--- src/rtl/uart_param_core.sv ---
// uart_param_core: parametrised UART with glitch-filtered RX, show-ahead RX FIFO, ready/valid TX and optional echo
module uart_param_core #(
  parameter int CLK_HZ     = 50_000_000,
  parameter int BAUD       = 9600,
  parameter int DATA_BITS  = 8,
  parameter int PARITY     = 0,
  parameter int STOP_BITS  = 1,
  parameter int FIFO_DEPTH = 4
) (
  input  logic                              i_clk,
  input  logic                              i_rst_n,
  input  logic                              i_rxd,
  output logic                              o_txd,
  input  logic                              i_echo_en,
  input  logic [7:0]                        i_tx_data,
  input  logic                              i_tx_valid,
  output logic                              o_tx_ready,
  output logic                              o_tx_done,
  input  logic                              i_rx_rd,
  output logic                              o_rx_valid,
  output logic [7:0]                        o_data_out,
  output logic [$clog2(FIFO_DEPTH+1)-1:0]   o_rx_count,
  output logic                              o_parity_err,
  output logic                              o_frame_err,
  output logic                              o_overflow
);
  localparam int DIV = CLK_HZ / BAUD;
  localparam int CW = $clog2(DIV);
  localparam int AW = $clog2(FIFO_DEPTH);
  localparam int NW = $clog2(FIFO_DEPTH + 1);
  localparam logic [7:0] MASK = 8'((16'd1 << DATA_BITS) - 16'd1);
  localparam logic ODD = (PARITY == 2);

  typedef enum logic [2:0] {S_IDLE, S_START, S_DATA, S_PAR, S_STOP} state_t;

  logic r_rx_s1, r_rx_s2, r_rx_prev;
  always_ff @(posedge i_clk or negedge i_rst_n)
    if (!i_rst_n) begin
      r_rx_s1   <= 1'b1;
      r_rx_s2   <= 1'b1;
      r_rx_prev <= 1'b1;
    end else begin
      r_rx_s1   <= i_rxd;
      r_rx_s2   <= r_rx_s1;
      r_rx_prev <= r_rx_s2;
    end

  state_t          r_rx_state, w_rx_next;
  logic [CW-1:0]   r_rx_cnt;
  logic [2:0]      r_rx_bit;
  logic [7:0]      r_rx_sh, r_rx_byte, w_rx_data;
  logic            r_rx_par, r_rx_wr, r_perr, r_ferr;
  logic            w_rx_fall, w_rx_tick, w_rx_stop, w_rx_par_bad;

  assign w_rx_fall    = r_rx_prev & ~r_rx_s2;
  // START waits half a bit so every later sample lands mid-bit
  assign w_rx_tick    = r_rx_cnt == (r_rx_state == S_START ? CW'(DIV/2 - 1) : CW'(DIV - 1));
  assign w_rx_stop    = r_rx_state == S_STOP && w_rx_tick;
  assign w_rx_data    = r_rx_sh >> (8 - DATA_BITS);
  assign w_rx_par_bad = (PARITY != 0) && (r_rx_par != (^w_rx_data ^ ODD));

  always_comb begin
    w_rx_next = r_rx_state;
    case (r_rx_state)
      S_IDLE:  if (w_rx_fall) w_rx_next = S_START;
      S_START: if (w_rx_tick) w_rx_next = r_rx_s2 ? S_IDLE : S_DATA;
      S_DATA:  if (w_rx_tick && r_rx_bit == 3'(DATA_BITS - 1)) w_rx_next = PARITY != 0 ? S_PAR : S_STOP;
      S_PAR:   if (w_rx_tick) w_rx_next = S_STOP;
      S_STOP:  if (w_rx_tick) w_rx_next = S_IDLE;
      default: w_rx_next = S_IDLE;
    endcase
  end

  always_ff @(posedge i_clk or negedge i_rst_n)
    if (!i_rst_n) begin
      r_rx_state <= S_IDLE;
      r_rx_cnt   <= '0;
      r_rx_bit   <= '0;
      r_rx_sh    <= '0;
      r_rx_par   <= 1'b0;
      r_rx_byte  <= '0;
      r_rx_wr    <= 1'b0;
      r_perr     <= 1'b0;
      r_ferr     <= 1'b0;
    end else begin
      r_rx_state <= w_rx_next;
      r_rx_cnt   <= (r_rx_state == S_IDLE || w_rx_tick) ? '0 : r_rx_cnt + CW'(1);
      r_rx_bit   <= r_rx_state != S_DATA ? '0 : r_rx_bit + 3'(w_rx_tick);
      if (r_rx_state == S_DATA && w_rx_tick) r_rx_sh <= {r_rx_s2, r_rx_sh[7:1]};
      if (r_rx_state == S_PAR && w_rx_tick) r_rx_par <= r_rx_s2;
      if (w_rx_stop) r_rx_byte <= w_rx_data;
      r_rx_wr    <= w_rx_stop && r_rx_s2 && !w_rx_par_bad;
      r_ferr     <= w_rx_stop && !r_rx_s2;
      r_perr     <= w_rx_stop && w_rx_par_bad;
    end

  logic [7:0]    r_mem [FIFO_DEPTH];
  logic [AW-1:0] r_wp, r_rp;
  logic [NW-1:0] r_cnt;
  logic [7:0]    r_echo;
  logic          r_echo_v;
  logic          w_full, w_pop, w_push, w_echo_set, w_echo_take;

  assign w_full      = r_cnt == NW'(FIFO_DEPTH);
  assign w_pop       = i_rx_rd && r_cnt != '0;
  assign w_push      = r_rx_wr && (!w_full || w_pop);
  assign w_echo_set  = r_rx_wr && i_echo_en && !r_echo_v;
  assign o_overflow  = r_rx_wr && ((w_full && !w_pop) || (i_echo_en && r_echo_v));
  assign o_rx_valid  = r_cnt != '0;
  assign o_rx_count  = r_cnt;
  assign o_data_out  = r_cnt != '0 ? r_mem[r_rp] : '0;
  assign o_parity_err = r_perr;
  assign o_frame_err  = r_ferr;

  always_ff @(posedge i_clk)
    if (w_push) r_mem[r_wp] <= r_rx_byte;

  always_ff @(posedge i_clk or negedge i_rst_n)
    if (!i_rst_n) begin
      r_wp     <= '0;
      r_rp     <= '0;
      r_cnt    <= '0;
      r_echo   <= '0;
      r_echo_v <= 1'b0;
    end else begin
      r_wp     <= r_wp + AW'(w_push);
      r_rp     <= r_rp + AW'(w_pop);
      r_cnt    <= r_cnt + NW'(w_push) - NW'(w_pop);
      if (w_echo_set) r_echo <= r_rx_byte;
      r_echo_v <= w_echo_set ? 1'b1 : w_echo_take ? 1'b0 : r_echo_v;
    end

  state_t        r_tx_state, w_tx_next;
  logic [CW-1:0] r_tx_cnt;
  logic [2:0]    r_tx_bit;
  logic [7:0]    r_tx_sh, w_tx_src;
  logic          r_tx_par, w_tx_tick, w_tx_load;

  assign w_tx_tick   = r_tx_cnt == CW'(DIV - 1);
  assign w_tx_load   = r_tx_state == S_IDLE && (r_echo_v || i_tx_valid);
  assign w_echo_take = r_tx_state == S_IDLE && r_echo_v;
  assign w_tx_src    = (r_echo_v ? r_echo : i_tx_data) & MASK;
  assign o_tx_ready  = r_tx_state == S_IDLE && !r_echo_v;
  assign o_tx_done   = r_tx_state == S_STOP && w_tx_tick && r_tx_bit == 3'(STOP_BITS - 1);
  assign o_txd       = r_tx_state == S_START ? 1'b0 : r_tx_state == S_DATA ? r_tx_sh[0] :
                       r_tx_state == S_PAR ? r_tx_par : 1'b1;

  always_comb begin
    w_tx_next = r_tx_state;
    case (r_tx_state)
      S_IDLE:  if (w_tx_load) w_tx_next = S_START;
      S_START: if (w_tx_tick) w_tx_next = S_DATA;
      S_DATA:  if (w_tx_tick && r_tx_bit == 3'(DATA_BITS - 1)) w_tx_next = PARITY != 0 ? S_PAR : S_STOP;
      S_PAR:   if (w_tx_tick) w_tx_next = S_STOP;
      S_STOP:  if (o_tx_done) w_tx_next = S_IDLE;
      default: w_tx_next = S_IDLE;
    endcase
  end

  always_ff @(posedge i_clk or negedge i_rst_n)
    if (!i_rst_n) begin
      r_tx_state <= S_IDLE;
      r_tx_cnt   <= '0;
      r_tx_bit   <= '0;
      r_tx_sh    <= '0;
      r_tx_par   <= 1'b0;
    end else begin
      r_tx_state <= w_tx_next;
      r_tx_cnt   <= (r_tx_state == S_IDLE || w_tx_tick) ? '0 : r_tx_cnt + CW'(1);
      r_tx_bit   <= w_tx_next != r_tx_state ? '0 : r_tx_bit + 3'(w_tx_tick);
      if (w_tx_load) begin
        r_tx_sh  <= w_tx_src;
        r_tx_par <= ^w_tx_src ^ ODD;
      end else if (r_tx_state == S_DATA && w_tx_tick) r_tx_sh <= r_tx_sh >> 1;
    end
endmodule

--- config.mk ---
export PLATFORM = sky130hd
export DESIGN_NAME = uart_param_core
export DESIGN_NICKNAME = d
export VERILOG_FILES = /design/src/rtl/uart_param_core.sv
export SDC_FILE = /design/constraint.sdc
export NUM_CORES = 1
export LEC_CHECK = 0
export BUFFER_PORTS_ARGS = -buffer_cell sky130_fd_sc_hd__buf_2
export CAP_MARGIN = 10
export CORE_ASPECT_RATIO = 0.9
export CORE_MARGIN = 2
export CORE_UTILIZATION = 54
export DETAILED_ROUTE_END_ITERATION = 7
export PLACE_DENSITY = 0.79
export SLEW_MARGIN = 20
export SYNTH_ARGS = -nofsm -noshare
export SYNTH_HDL_FRONTEND = slang
export SYNTH_SLANG_ARGS = --single-unit
--- constraint.sdc ---
create_clock -name i_clk -period 2.55 [get_ports i_clk]
set_input_delay 0.1275 -clock i_clk [delete_from_list [all_inputs] [get_ports i_clk]]
set_output_delay 0.1275 -clock i_clk [all_outputs]
set_load 0.01 [all_outputs]
=== Word level (Yosys, flattened, before mapping) ===
Memory sizes are Yosys's and may differ from the RTL's.
Index checks and enable logic that the tools add are counted.
Widths: inputs -> output; s select.

* Register bits after elaboration: 84
* Memory bits (writable): 32
* Input port bits: 14
* Output and inout port bits: 18
* Logic and storage cells: 116
* Memories: 1

* Add/sub/neg operators: 8
* Equal/unequal tests: 20
* Muxes and demuxes: 29
* Bitwise operators: 2
* Reductions and logical operators: 36

{| class="wikitable"
|+ Memories
! memory !! depth !! bits a word !! read ports !! clocked after Yosys merged registers in !! wr ports !! line !! RTL
|-
| r_mem || 4 || 8 || 1 || 0 || 1 || 97 || <nowiki>logic [7:0] r_mem [FIFO_DEPTH];</nowiki>
|}

{| class="wikitable"
|+ Operators with widths
! operator !! number
|-
| $mux 13 || 3
|-
| $mux 3 || 12
|-
| $mux 8 || 4
|-
| $pmux 3 s5 || 2
|-
| $add 13x1->13 const B || 2
|-
| $logic_and 1x1->1 || 19
|-
| $eq 3x3->1 const B || 5
|-
| $eq 13x13->1 || 1
|-
| $eq 13x13->1 const B || 1
|-
| $eq 3x2->1 const B || 4
|-
| $ne 2x2->1 const B || 5
|-
| $add 3x1->3 || 3
|-
| $logic_not 3->1 || 3
|-
| $reduce_xor 8->1 || 1
|-
| $mux 1 || 7
|-
| $eq 3x1->1 const B || 2
|-
| $logic_or 1x1->1 || 5
|-
| $reduce_and 5->1 || 1
|-
| $add 2x1->2 || 2
|-
| $logic_not 1->1 || 4
|-
| $reduce_bool 2->1 || 2
|-
| $ne 3x2->1 const B || 1
|-
| $ne 3x3->1 || 1
|-
| $reduce_bool 3->1 || 1
|-
| 4 further kinds || 4
|}

=== Logic depth before layout (Yosys ltp) ===
* Depth after elaboration: 7
* Mapped depth: 9
* Depth with buffers taken out: 8

=== Worst setup path after synthesis ===
OpenSTA, ideal clock, no wires.

* Kind: register -> register
* From: register r_rx_cnt[3]
* To: register r_rx_byte[0]
* Library setup time: 0.125 ns
* Data arrival time: 2.571 ns
* Data required time: 2.425 ns
* Slack: -0.145 ns
* Stages on the path, launching flop included: 7
* Path through: dfrtp_1 -> or4b_1 -> or4_4 -> a2111oi_4 -> and3_1 -> buf_6 -> mux2_2

* Word-level cells in the longest chain between the ends: 2

{| class="wikitable"
|+ Ends and longest elaborated chain
! element !! line !! RTL
|-
| from (decl) || 49 || <nowiki>logic [CW-1:0] r_rx_cnt;</nowiki>
|-
| from (signal assigned) || 87 || <nowiki>r_rx_cnt <= (r_rx_state == S_IDLE || w_rx_tick) ? '0 : r_rx_cnt + CW'(1);</nowiki>
|-
| $eq 13x13->1 || 57 || <nowiki>assign w_rx_tick = r_rx_cnt == (r_rx_state == S_START ? CW'(DIV/2 - 1) : CW'(DIV - 1));</nowiki>
|-
| $logic_and 1x1->1 || 58 || <nowiki>assign w_rx_stop = r_rx_state == S_STOP && w_rx_tick;</nowiki>
|-
| to (signal assigned) || 91 || <nowiki>if (w_rx_stop) r_rx_byte <= w_rx_data;</nowiki>
|-
| to (decl) || 51 || <nowiki>logic [7:0] r_rx_sh, r_rx_byte, w_rx_data;</nowiki>
|}

No other way between the ends.
A chain may end at the register's enable or synchronous reset.

=== Final worst setup path ===
* From: register r_rx_cnt[3]
* To: register r_rx_byte[4]

The elaborated chain is that of the path after synthesis.

==> reports/qor.yml <==
run_status: "complete, but fails checks"
violations: "negative setup slack"
slew_violations: 0
p_leak_uw: 0.00293
final_common_cell: "dfrtp_1"
synth_enable_flop_cells: 32
synth.distinct_cells: 49
cp-end-kind: "flop"
fin_crit_sh: 1.02
ys_warn_count: 0
post-route-drc-count: 0
clockBufferDepth: 2
critPathMaxFanout: 10
grt_pass1_vias: 3327
power_uw: 4830
synth_xor_area_frac: 0.0582
cts.sinks: 116
antennaDiodeCount: 0
startpoint_type: "flop"
crit_type: "flop to flop"
internal-power_uw: 3600
cts_tree: "done"
skew_ns: 0.00742
yosysTopAreaCell: "dfrtp_1"
numPortBuffers: 30
power_frac_clock: 0.467
initial_utilization: 0.559
syn_area_sq_um: 5120
synth_simple_gate_area_share: 0.130
drt_iter0_drc: 205
async_reset_ff_frac: 0.724
placed_cells: 539
ys_seq_area_frac: 0.599
finalWorstPathRequiredPeriod_ns: 2.60
seq_area_sq_um: 3070
dp_hpwl_um: 6220
coreArea_sq_um: 9170
path_clk_slew_ns: 0.06
antenna_found_initial: 0
rows: 33
drt_pass1_iterations: 6
die_y_um: 96.4
ys_ff_latch: 116
p_per_area_nw_per_um2: 771
final_cells: 582
slew_headroom: 0.463
max_freq_mhz: 385
tightest_slew_ns: 0.803
comb_power_share: 0.090
overflow: 0
die_area_sq_um: 10300
fin_ws_ns: -0.0489
drive_gt1_frac: 0.272
antenna_left: 0
grt_max_degree: 85
crit_required_ns: 2.94
synth_top_family_by_area: "multiplexers"
hold_depth: 3
num_vias: 3237
finalHoldViolCount: 0
pin_count: 32
switching_share: 0.254
synthMuxAreaShare: 0.131
synth_top_area_frac: 0.396
final.fill_count: 629
setup_viol: 9
worst_r2r_path_depth: 6
avgRoutedWirePerCell_um: 17.0
grt_pass1_wl_um: 16200
cts-root-buf: "clkbuf_8"
avgViaCountPerCell: 5.56
worstHoldPathType: "input port to flop"
track_usage: 0.212
finalWirelength_um: 9880
die_x_um: 107
final_core_util: 0.683
cts_made_buffers: 17
maxCapViolCount: 0
multi_input_area_sq_um: 2030
htree_levels: 4
rsz0062_at_grt: "true"
p_switching_uw: 1220
final_nets: 471
synth_flop_cell: "dfrtp_1"
synth-adder-area-share: 0.0259
synth_compound_area_frac: 0.0330
rrSetupSlack_ns: -0.05
synthTopCellsByArea: "dfrtp_1, edfxtp_1, mux2_2"
synthesis.nets: 412
seqPwrFrac: 0.443
peakVddDrop_uv: 473
area_growth_pct: 22.2
gp_congestion: 0.783
critical_path_arrival_ns: 2.99
avgSynthCellArea_sq_um: 13.2
clock_latency_ns: 0.51
mostFrequentLayoutCells: "dfrtp_1, nor2_1, edfxtp_1, buf_2, mux2i_1"
synth_cells: 388
[sequential cells by signal (all words and copies together) (netlist names), 8 cells and up]
name       flops
r_echo         8
r_mem         32
r_rx_byte      8
r_rx_cnt      13
r_rx_sh        8
r_tx_cnt      13
r_tx_sh        8
[final timing paths]
| path | startpoint | endpoint |
|---|---|---|
| max | r_rx_cnt[3]$_DFF_PN0_ | r_rx_byte[4]$_DFFE_PN0P_ |
| min | i_tx_data[7] | r_tx_sh[7]$_DFFE_PN0P_ |
| max reg2reg | r_rx_cnt[3]$_DFF_PN0_ | r_rx_byte[4]$_DFFE_PN0P_ |
| min reg2reg | r_rx_s1$_DFF_PN1_ | r_rx_s2$_DFF_PN1_ |
| max in group asynchronous | i_rst_n | r_tx_cnt[0]$_DFF_PN0_ |
| min in group asynchronous | i_rst_n | r_tx_cnt[2]$_DFF_PN0_ |
[synth_stat cells (all sizes together), types with 3 or more instances]
cell    instances
nor3b           5
dfrtp          81
clkbuf          9
nand4           7
edfxtp         32
dfstp           3
and2           19
nand3          15
nand2          14
or3             5
mux2i          22
or4b            3
xnor2          19
ha              9
o21ai           7
mux2           24
buf             5
nor3            8
xor2           15
inv            12
a21oi           5
mux4            8
nor2           34
[critical path, cell delays in order, from the launching register on]
cell	delay, ns
dfrtp_1	0.37
or4b_1	0.51
or4_4	0.50
a2111oi_4	0.37
and3_4	0.25
buf_12	0.13
mux2_2	0.34
[timing repair]
item                                    CTS  global route
resized for setup                         4            10
endpoints found under the setup margin    9            23
pin swaps                                 0             2
setup buffers                             1             0
hold endpoints to repair                 90             0
hold buffers                             10             0
[kinds of logic after synthesis]
| family | after synthesis |
|---|---|
| XOR/XNOR | 34 |
| multiplexers | 54 |
| other | 1 |
| buffers and inverters | 26 |
| flip-flops | 116 |
| adder cells (fa/ha/maj) | 10 |
| AO/OA/AOI/OAI | 23 |
| AND/OR/NAND/NOR | 124 |
[power groups by stage]
stage               Sequential (uW)  Clock, uW  Combinational (uW)
finish                         2140       2260                 432
floorplan                      2100          0                 331
detailed placement             2180          0                 421
CTS                            2140       2290                 437
global route                   2160       2380                 489
global placement               2170          0                 393
[final cells by class]
class / instances / share of cell area
inverters: 12 / 0.00720
clock inverters: 15 / 0.0252
clock buffers: 17 / 0.0662
multi-input cells: 246 / 0.324
well taps: 122 / 0.0244
flip-flops and latches: 116 / 0.490
repair buffers: 54 / 0.0624
[through the flow]
stage	setup TNS [ns]	instance area [sq um]	hold slack, ns	setup WS [ns]
3_3_place_gp	0	5510	0.233	0.0302
3_5_place_dp	-0.0606	5510	0.234	-0.0140
4_1_cts	-0.0929	6200	0.000385	-0.0195
6_report	-0.257	6260	0.0136	-0.0489
2_1_floorplan	-1.09	5150	-0.168	-0.0839
5_1_grt	-1.31	6260	0.0589	-0.104
[layer usage]
layer / GRT usage / part of all wire
met3: 0.0657 / 0.039
met4: 0.0747 / 0.014
met5: 0 / 0
met2: 0.358 / 0.52
met1: 0.264 / 0.43
Note: power is estimated with default switching activity, not from simulation.
